==> src/rtl/msacc_pkg.sv <==
// msacc_pkg: shared definitions for the mean-square accumulator.
//   - FSM state encoding for mean_square_acc
//   - default sample width and window size
package msacc_pkg;

  localparam int BW_SAMPLE_DEF = 8;   // signed sample width
  localparam int LOG2_N_DEF    = 4;   // window = 2**LOG2_N_DEF samples

  typedef enum logic [1:0] {
    IDLE = 2'd0,
    MUL  = 2'd1,
    ACC  = 2'd2,
    EMIT = 2'd3
  } state_e;

endpackage

==> src/rtl/mean_square_acc_sq.sv <==
// sq_shift_add: sequential shift-add squarer, one partial product per cycle,
// LSB first.
//   clk_i, rst_ni : clock, async active-low reset
//   clear_i       : synchronous flush of all state (highest priority)
//   start_i       : load operand op_i, zero product and bit counter
//   step_i        : perform one shift-add iteration
//   op_i          : unsigned magnitude to square
//   prod_o        : running product (final after W steps)
//   last_o        : high while the W-th step is being taken
module sq_shift_add #(
  parameter int W = 8
) (
  input  logic           clk_i,
  input  logic           rst_ni,
  input  logic           clear_i,
  input  logic           start_i,
  input  logic           step_i,
  input  logic [W-1:0]   op_i,
  output logic [2*W-1:0] prod_o,
  output logic           last_o
);

  localparam int CW = (W > 1) ? $clog2(W) : 1;

  logic [2*W-1:0] mcand_q;
  logic [W-1:0]   mplier_q;
  logic [2*W-1:0] prod_q;
  logic [CW-1:0]  cnt_q;

  always_ff @(posedge clk_i or negedge rst_ni) begin
    if (!rst_ni) begin
      mcand_q  <= '0;
      mplier_q <= '0;
      prod_q   <= '0;
      cnt_q    <= '0;
    end else if (clear_i) begin
      mcand_q  <= '0;
      mplier_q <= '0;
      prod_q   <= '0;
      cnt_q    <= '0;
    end else if (start_i) begin
      mcand_q  <= {{W{1'b0}}, op_i};
      mplier_q <= op_i;
      prod_q   <= '0;
      cnt_q    <= '0;
    end else if (step_i) begin
      if (mplier_q[0]) prod_q <= prod_q + mcand_q;
      mcand_q  <= mcand_q << 1;
      mplier_q <= mplier_q >> 1;
      cnt_q    <= cnt_q + CW'(1);
    end
  end

  assign prod_o = prod_q;
  assign last_o = step_i && (cnt_q == CW'(W - 1));

endmodule

==> src/rtl/mean_square_acc.sv <==
// mean_square_acc: accumulates squares of 2**log2_n signed samples and emits
// their mean square to a downstream square-root stage.
//   Clock, Reset_n : clock, async active-low reset
//   Clear          : synchronous window restart (drops any in-flight sample)
//   InValid/InData : sample handshake input, InReady = block idle
//   SqrtBusy       : downstream busy, holds the result in EMIT
//   MsOut          : mean square of the last complete window
//   Start          : one-cycle pulse when MsOut is freshly loaded
// Build option: define MSACC_ROUND_EN for round-half-up with saturation;
// otherwise the mean is truncated. Timing is identical either way.
module mean_square_acc
  import msacc_pkg::*;
#(
  parameter int bw_sample = BW_SAMPLE_DEF,
  parameter int log2_n    = LOG2_N_DEF
) (
  input  logic                   Clock,
  input  logic                   Reset_n,
  input  logic                   Clear,
  input  logic                   InValid,
  input  logic [bw_sample-1:0]   InData,
  output logic                   InReady,
  input  logic                   SqrtBusy,
  output logic [2*bw_sample-1:0] MsOut,
  output logic                   Start
);

  localparam int PW   = 2 * bw_sample;      // square width
  localparam int AW   = PW + log2_n;        // accumulator width
  localparam int CNTW = log2_n + 1;         // must hold 2**log2_n itself

  state_e          state_q;
  logic [AW-1:0]   acc_q;
  logic [CNTW-1:0] cnt_q;
  logic [PW-1:0]   ms_q;
  logic            start_q;

  logic [bw_sample-1:0] mag;
  logic [PW-1:0]        prod;
  logic                 sq_last;
  logic                 xfer;
  logic [CNTW-1:0]      cnt_inc;
  logic [PW-1:0]        ms_d;

  // Two's-complement magnitude; the most negative value wraps to
  // 2**(bw_sample-1), which still fits as unsigned.
  assign mag     = InData[bw_sample-1] ? (~InData + bw_sample'(1)) : InData;
  assign xfer    = InValid && (state_q == IDLE) && !Clear;
  assign cnt_inc = cnt_q + CNTW'(1);

`ifdef MSACC_ROUND_EN
  localparam logic [AW:0] HALF = {{AW{1'b0}}, 1'b1} << (log2_n - 1);
  logic [AW:0] rnd;
  assign rnd  = {1'b0, acc_q} + HALF;
  assign ms_d = (|(rnd >> (PW + log2_n))) ? {PW{1'b1}} : PW'(rnd >> log2_n);
`else
  assign ms_d = PW'(acc_q >> log2_n);
`endif

  sq_shift_add #(.W(bw_sample)) u_sq (
    .clk_i   (Clock),
    .rst_ni  (Reset_n),
    .clear_i (Clear),
    .start_i (xfer),
    .step_i  (state_q == MUL),
    .op_i    (mag),
    .prod_o  (prod),
    .last_o  (sq_last)
  );

  always_ff @(posedge Clock or negedge Reset_n) begin
    if (!Reset_n) begin
      state_q <= IDLE;
      acc_q   <= '0;
      cnt_q   <= '0;
      ms_q    <= '0;
      start_q <= 1'b0;
    end else begin
      start_q <= 1'b0;
      if (Clear) begin
        state_q <= IDLE;
        acc_q   <= '0;
        cnt_q   <= '0;
      end else begin
        unique case (state_q)
          IDLE: if (InValid) state_q <= MUL;
          MUL:  if (sq_last) state_q <= ACC;
          ACC: begin
            acc_q   <= acc_q + AW'(prod);
            cnt_q   <= cnt_inc;
            state_q <= (cnt_inc == CNTW'(1 << log2_n)) ? EMIT : IDLE;
          end
          EMIT: if (!SqrtBusy) begin
            ms_q    <= ms_d;
            start_q <= 1'b1;
            acc_q   <= '0;
            cnt_q   <= '0;
            state_q <= IDLE;
          end
          default: state_q <= IDLE;
        endcase
      end
    end
  end

  assign InReady = (state_q == IDLE);
  assign MsOut   = ms_q;
  assign Start   = start_q;

endmodule
==> config.mk <==
export PLATFORM = sky130hd
export DESIGN_NAME = mean_square_acc
export DESIGN_NICKNAME = d
export VERILOG_FILES = /design/src/rtl/msacc_pkg.sv /design/src/rtl/mean_square_acc_sq.sv /design/src/rtl/mean_square_acc.sv
export SDC_FILE = /design/constraint.sdc
export NUM_CORES = 1
export LEC_CHECK = 0
export BUFFER_PORTS_ARGS = -buffer_cell sky130_fd_sc_hd__buf_2
export CAP_MARGIN = 20
export CELL_PAD_IN_SITES_DETAIL_PLACEMENT = 0
export CELL_PAD_IN_SITES_GLOBAL_PLACEMENT = 1
export CORE_MARGIN = 2
export CORE_UTILIZATION = 48
export CTS_CLUSTER_SIZE = 24
export DETAILED_ROUTE_END_ITERATION = 16
export PLACE_DENSITY = 0.78
export SLEW_MARGIN = 20
export SYNTH_ARGS = -nofsm -noshare
export SYNTH_HDL_FRONTEND = slang
export SYNTH_SLANG_ARGS = --single-unit
==> constraint.sdc <==
create_clock -name Clock -period 2.8 [get_ports Clock]
set_input_delay 0.42 -clock Clock [delete_from_list [all_inputs] [get_ports Clock]]
set_output_delay 0.42 -clock Clock [all_outputs]
set_load 0.03 [all_outputs]
Word-level counts from Yosys, hierarchy flattened
Cells that the tools add are included.

cells by class
  bitwise logic cells = 3
  equal/unequal tests = 8
  reductions and logical operators = 12
  add/subtract/negate cells = 5
  multiplexer cells = 29

operators with widths
  operator                                                        number
  16-bit two-way mux                                              7
  20-bit two-way mux                                              2
  20-bit case mux with 2 select lines                             1
  8-bit two-way mux                                               4
  20-bit by 16-bit adder with 20-bit output                       1
  16-bit adder                                                    1
  2-bit two-way mux                                               5
  5-bit two-way mux                                               2
  5-bit case mux with 2 select lines                              1
  3-bit two-way mux                                               3
  3-bit != test (second input constant)                           3
  3-bit nonzero test                                              3
  8-bit by 1-bit adder with 8-bit output (second input constant)  1
  8-bit NOT                                                       1
  2-bit case mux with 4 select lines                              1
  3-bit AND reduction                                             2
  5-bit by 1-bit adder with 5-bit output (second input constant)  1
  5-bit equality test (second input constant)                     1
  2-bit equality test (second input constant)                     2
  2-bit AND reduction                                             2
  3-bit by 1-bit adder with 3-bit output (second input constant)  1
  3-bit equality test (second input constant)                     1
  1-bit logical AND                                               3
  1-bit two-way mux                                               3
  4 further kinds                                                 5

storage, ports and cells
  logic and storage cells = 66
  input port bits = 13
  register bits = 87
  output and inout port bits = 18

Depth between registers and ports, before layout
Gate-level depths: netlist (run 1).

  depth after elaboration = 5
  depth in mapped cells = 8
  mapped depth without buffers = 8

Modules after synthesis
Synthesis (run 1) repeated with hierarchy kept, for this count alone.

second synthesis, totals
  cell total of the unflattened synthesis = 563
  area, all modules = 5388.9 um^2

by module, submodules not included
  module           cells an instance  area an instance (um^2)  seq. area each (um^2)  times used
  mean_square_acc  281                2727.6                   1101.1                 1
  sq_shift_add     282                2661.3                   1076.0                 1

Worst setup path before layout (run 1)
Ideal clock, no wire load.

  kind = reg-to-reg
  from = reg u_sq.prod_q[0], in the netlist u_sq.prod_o[0]
  to = reg acc_q[14]
  setup time = 0.122 ns
  slack = 0.468 ns
  buffers on the path = 0
  arrival time = 2.211 ns
  stages on the path, launching flop included = 9
  path through = dfrtp_1 ha_1 fa_1 a21o_1 a32oi_2 a21oi_2 and3_4 or3_1 a32o_1

between the ends
  longest elaborated chain between the ends = 3

RTL lines
  element                                    line                      source
  from (decl)                                mean_square_acc_sq.sv:27  logic [2*W-1:0] prod_q;
  from (signal assigned)                     mean_square_acc_sq.sv:47  if (mplier_q[0]) prod_q <= prod_q + mcand_q;
  20-bit by 16-bit adder with 20-bit output  mean_square_acc.sv:89     acc_q <= acc_q + AW'(prod);
  20-bit case mux with 2 select lines        mean_square_acc.sv:85     unique case (state_q)
  20-bit two-way mux                         mean_square_acc.sv:80     if (Clear) begin
  to (signal assigned)                       mean_square_acc.sv:89
  to (decl)                                  mean_square_acc.sv:33     logic [AW-1:0] acc_q;

Every way passes these cells.
A chain may end at the register's enable or synchronous reset.

Final worst setup path (run 1)
Ends and elaborated chain as after synthesis.

==> results of run 1 <==
-- cell families (layout without fill, tap and decap cells) --
group | after synthesis | in the layout | synth area share (%)
DFF | 87 | 87 | 42.2
AOI/OAI and AO/OA | 165 | 165 | 21.8
xor gates and xnor gates | 29 | 29 | 4.92
buffers and inverters | 23 | 66 | 1.77
adders and majority gates | 38 | 38 | 9.51
muxes | 19 | 19 | 4.10
and+or+nand+nor | 167 | 167 | 15.6
-- cells in the final DEF, fill, tap and decap left out, drive strengths merged, types with 3 or more instances in the layout --
cell / Yosys / layout
nor3: 6 / 6
ha: 36 / 36
nand2: 65 / 65
a211oi: 8 / 8
bufinv: 0 / 3
dfrtp: 87 / 87
a21oi: 24 / 24
a22oi: 4 / 4
inv: 7 / 7
nand4: 6 / 6
a2111o: 3 / 3
and3: 7 / 7
xor2: 17 / 17
and2: 4 / 4
a22o: 18 / 18
mux2: 17 / 17
nor2b: 6 / 6
nor4b: 3 / 3
o211ai: 6 / 6
xnor2: 12 / 12
o31ai: 4 / 4
nand2b: 11 / 11
a21o: 10 / 10
o21a: 5 / 5
nor2: 33 / 33
o21ai: 54 / 54
a211o: 5 / 5
or3: 4 / 4
nand3: 12 / 12
a31oi: 5 / 5
clkbuf: 12 / 11
buf: 4 / 43
a32o: 4 / 4
-- how the worst max path moves through the flow --
stage	startpoint	slack, ps	end
after floorplan	u_sq.prod_o[0]$_DFFE_PN0P_	470	acc_q[14]$_DFFE_PN0P_
after global placement	u_sq.prod_o[0]$_DFFE_PN0P_	350	acc_q[14]$_DFFE_PN0P_
after detailed placement	u_sq.prod_o[0]$_DFFE_PN0P_	300	acc_q[14]$_DFFE_PN0P_
after CTS	u_sq.prod_o[0]$_DFFE_PN0P_	290	acc_q[14]$_DFFE_PN0P_
after global routing	u_sq.prod_o[0]$_DFFE_PN0P_	180	acc_q[14]$_DFFE_PN0P_
final	u_sq.prod_o[0]$_DFFE_PN0P_	300	acc_q[14]$_DFFE_PN0P_
-- registers in the layout (all words and copies together) (netlist names) --
register       cells
cnt_q              5
u_sq.mplier_q      8
u_sq.prod_o       16
MsOut             16
u_sq.cnt_q         3
Start              1
state_q            2
u_sq.mcand_q      16
acc_q             20
-- worst max-delay path, cell delays in order, from the launching register on --
cell and delay [ps]:
dfrtp_1 410, ha_1 240, fa_1 410, a21o_1 200, a32oi_2 280, a21oi_2 120, and3_4 160, or3_1 340
a32o_1 250
-- metal layers --
layer	vias to the layer above	share of wire [%]	GRT usage [%]
met5	-	0	0
met4	0	1.6	7.42
met3	11	2.4	2.54
met2	62	45	32.7
met1	1968	51	29.6
li1	2046	-	-
-- final cells by class --
type | instances | area, sq um | share of cell area [%]
clock inverters | 5 | 105 | 1.82
multi-input cells | 418 | 2900 | 50.2
inverters | 7 | 26.3 | 0.455
clock buffers | 11 | 141 | 2.45
repair buffers | 43 | 250 | 4.34
flip-flops and latches | 87 | 2180 | 37.7
well taps | 136 | 170 | 2.95
-- per-stage QoR --
stage                     total power [mW]  cells
after floorplan                       1.42    528
after global placement                1.50    691
after detailed placement              1.50    691
after CTS                             2.58    707
after global routing                  2.65    707
final                                 2.55    707
-- power by group --
part,internal [mW],switching (mW)
sequential,1.27,0.0209
clock,0.617,0.460
combinational,0.0616,0.117
-- synth_stat cells, drive strengths merged, types with 3 or more instances --
master / n / area share (%)
dfrtp: 87 / 42
nand2: 65 / 4.7
o21ai: 54 / 5.2
ha: 36 / 8.7
nor2: 33 / 2.5
a21oi: 24 / 2.4
a22o: 18 / 3.1
mux2: 17 / 3.7
xor2: 17 / 2.9
clkbuf: 12 / 0.87
nand3: 12 / 1.2
xnor2: 12 / 2.0
nand2b: 11 / 1.3
a21o: 10 / 1.5
a211oi: 8 / 1.3
and3: 7 / 0.95
inv: 7 / 0.51
nand4: 6 / 0.73
nor2b: 6 / 0.73
nor3: 6 / 0.58
o211ai: 6 / 0.87
a211o: 5 / 0.87
a31oi: 5 / 0.61
o21a: 5 / 0.73
a22oi: 4 / 0.58
a32o: 4 / 0.78
and2: 4 / 0.49
buf: 4 / 0.39
o31ai: 4 / 0.58
or3: 4 / 0.49
a2111o: 3 / 0.65
nor4b: 3 / 0.51
==> results.tsv, run 1 <==
metric	value	unit
wl	11.1	mm
port_buffers	30	
ys_ff_latch	87	
gp_congestion	0.910	
cts.clk_slew.worst_paths	90	ps
hp-class	in2async	
synthesis.area	0.00516	sq mm
nNetsFinal	617	
antenna_found_initial	0	
ys_warn_count	0	
grt_first_pass_wirelength	19.1	mm
hold_viol_final	0	
grt_overflow	0	
irDropWorstVdd	0.297	mV
die_h	108	um
cp-end-kind	flip-flop	
die_w	108	um
grt_pass1_vias	3862	
wl_per_cell	15.7	um
r2r-end	acc_q[14]$_DFFE_PN0P_	
fin_ws	295	ps
min_period	2500	ps
firstDrtPassIters	5	
design.die.area	0.0116	sq mm
crit_type	reg2reg	
postLayoutCoreUtil	55.6	%
startpoint_type	flip-flop	
synth_edf_count	0	
track_usage	20.8	%
area.growth.synth_to_final	11.9	%
fin_area	0.00577	sq mm
ys_seq_area_share	42.2	%
dpl_cell_area	0.00552	sq mm
p_leak	2.91	nW
numCtsBuffers	9	
rsz0062_at_grt	no	
start_util	49.7	%
insertion_delay	370	ps
cts_resized	0	
drt_iter0_drc	241	
via_per_inst	5.78	
crit_required	3060	ps
period_share	89.5	%
syn_inst	528	
worst_pin_slew	606	ps
antenna_cells	0	
dp_hpwl	8.43	mm
drive_above_1_share	14.9	%
rr_startpoint	u_sq.prod_o[0]$_DFFE_PN0P_	
maxCapViolCount	0	
ctsHtreeMaxLevel	3	
rows	37	
ys.flop_type	dfrtp_1	
ff2ff_setup_slack	300	ps
status	complete, no violations	
syn_nets	579	
drt.antenna.violating_nets	0	
place_ws	304	ps
clk_path_buf_depth	2	
timing.setup.tns	0	ps
root_buffer	clkbuf_8	
fp.coreArea	0.0104	sq mm
grt_max_degree	49	
crit_arrival	2760	ps
vias	4087	
critPathMaxFanout	3	
synth_area_per_cell	9.77	sq um
setup_viol_count_final	0	
max_freq	399	MHz
fin_skew	11.3	ps
cts_tree	yes	
cts_num_sinks	87	
io_pins	31	
post_cts_buffers	0	
worstRegToRegCells	8	
whs	52.0	ps
slew_headroom	59.2	%
yosysUniqueCellTypes	59	
slew_violations	0	
fill_cells	961	
power_density	442	mW/mm^2
synthArstFlopShare	100	%
ctsHoldBuffers	0	
route.detailed.drc	0	
Power figures use the tool's default switching activity.
==> inputs of run 2 (changes only) <==
==> constraint.sdc (replaced) <==
create_clock -name Clock -period 2.8 [get_ports Clock]
set_input_delay 0.28 -clock Clock [delete_from_list [all_inputs] [get_ports Clock]]
set_output_delay 0.28 -clock Clock [all_outputs]
set_load 0.03 [all_outputs]
==> run 2 against run 1 <==
First-iteration DRC count down 8.7%. Sequential cell count unchanged. Wire length down 0.84%. Via count up 0.12%. Sequential power about the same. Setup slack about the same. Utilization down 0.52 points. Highest routed layer unchanged.
==> results.tsv, run 2 (synthesized netlist as in run 1, its figures left out) <==
metric	value	unit
worst_pin_slew	692	ps
drt.antenna.violating_nets	0	
regMostFlops	acc_q	
cts.clk_slew.worst_paths	80	ps
power_density	407	mW/mm^2
insertion_delay	360	ps
place_ws	309	ps
firstDrtPassIters	5	
timing.setup.tns	0	ps
final-seq-area	0.00218	sq mm
wl_per_cell	15.7	um
final_common_cell	dfrtp_1	
wl_met2	5.16	mm
crit_required	3050	ps
mostFrequentLayoutCells	dfrtp_1, nand2_1, o21ai_0, ha_1, nor2_1	
p_leak	2.89	nW
antenna_found_initial	0	
fill_cells	982	
cts_num_sinks	87	
design.die.area	0.0116	sq mm
clk_path_buf_depth	2	
fin_skew	9.13	ps
multi_input_area	0.00290	sq mm
cp-end-kind	flip-flop	
met3_length	298	um
min_period	2500	ps
nNetsFinal	616	
via_per_inst	5.81	
vias	4092	
fp.coreArea	0.0104	sq mm
topRoutingLayerUsed	met4	
irDropWorstVdd	0.444	mV
dp_hpwl	8.37	mm
route.detailed.drc	0	
cts_resized	0	
crit_arrival	2750	ps
post_cts_buffers	0	
grt_overflow	0	
slew_violations	0	
critPathMaxFanout	3	
maxCapViolCount	0	
track_usage	20.6	%
io_pins	31	
period_share	89.4	%
drt_iter0_drc	220	
max_freq	399	MHz
area.growth.synth_to_final	10.8	%
wirelength_met1	5.42	mm
hold_viol_final	0	
crit_type	reg2reg	
slew_headroom	53.8	%
largest_reg_flops	20	
fin_ws	296	ps
antenna_cells	0	
die_h	108	um
gp_congestion	0.922	
setup_viol_count_final	0	
rows	37	
die_w	108	um
rsz0062_at_grt	no	
drive_above_1_share	14.4	%
numCtsBuffers	9	
start_util	49.7	%
root_buffer	clkbuf_8	
wl	11.0	mm
grt_first_pass_wirelength	19.1	mm
port_buffers	30	
startpoint_type	flip-flop	
grt_max_degree	55	
status	complete, no violations	
cts_tree	yes	
ctsHtreeMaxLevel	3	
grt_pass1_vias	3997	
hp-class	in2reg	
[run 2: cell types whose count changed in the layout (fill, tap and decap cells not counted)]
cell | previous run | this run
clkinv_2 | 0 | 2
buf_12 | 0 | 1
clkbuf_1 | 1 | 0
clkinvlp_4 | 2 | 1
bufinv_16 | 3 | 1
buf_4 | 14 | 11
dlygate4sd3_1 | 0 | 1
[run 2: repair_timing]
| action | in CTS | in global routing |
|---|---|---|
| hold buffers | 1 | 0 |
| setup endpoints to repair | 0 | 0 |
| hold endpoints to repair | 53 | 0 |
[run 2: critical path: stages (launching register included)]
cell and delay, ps:
dfrtp_1 410, ha_1 230, fa_1 420, a21o_1 210, a32oi_2 270, a21oi_2 120, and3_4 170, or3_1 330
a32o_1 250
[run 2: routing by layer]
| layer | up-vias | track usage (%) |
|---|---|---|
| li1 | 2039 | - |
| met1 | 1979 | 27.7 |
| met2 | 60 | 34.3 |
| met3 | 14 | 4.00 |
| met4 | 0 | 5.31 |
| met5 | - | 0 |
[run 2: final timing paths]
check	endpoint	start	depth (start not counted)	slack, ps
setup / recovery	acc_q[14]$_DFFE_PN0P_	u_sq.prod_o[0]$_DFFE_PN0P_	8	300
hold / removal	u_sq.mplier_q[0]$_DFFE_PN0P_	InData[0]	3	220
setup reg to reg	acc_q[14]$_DFFE_PN0P_	u_sq.prod_o[0]$_DFFE_PN0P_	8	300
hold reg to reg	u_sq.mplier_q[7]$_DFFE_PN0P_	u_sq.mplier_q[7]$_DFFE_PN0P_	2	470
max in group asynchronous	Start$_DFF_PN0_	Reset_n	3	1680
min in group asynchronous	cnt_q[3]$_DFFE_PN0P_	Reset_n	2	500
[run 2: cell type report]
| cell class | instances | area share, % |
|---|---|---|
| Multi-Input combinational cell | 418 | 50.7 |
| Clock inverter | 4 | 0.832 |
| Sequential cell | 87 | 38.1 |
| Clock buffer | 10 | 2.41 |
| Timing Repair Buffer | 42 | 4.51 |
| Inverter | 7 | 0.460 |
| Tap cell | 136 | 2.98 |
[run 2: where the power goes]
part / switching, mW / internal (mW)
clock: 0.430 / 0.424
combinational: 0.115 / 0.0624
sequential: 0.0204 / 1.27
[run 2: through the flow]
stage	hold WS (ps)	cells	area, sq um	utilization (%)	total power, mW
6_report	217	704	5720	55.1	2.33
5_1_grt	217	704	5720	55.1	2.43
4_1_cts	200	704	5720	55.1	2.36
3_5_place_dp	370	689	5520	53.2	1.50
3_3_place_gp	370	689	5520	53.2	1.50
2_1_floorplan	-15.6	528	5160	-	1.42
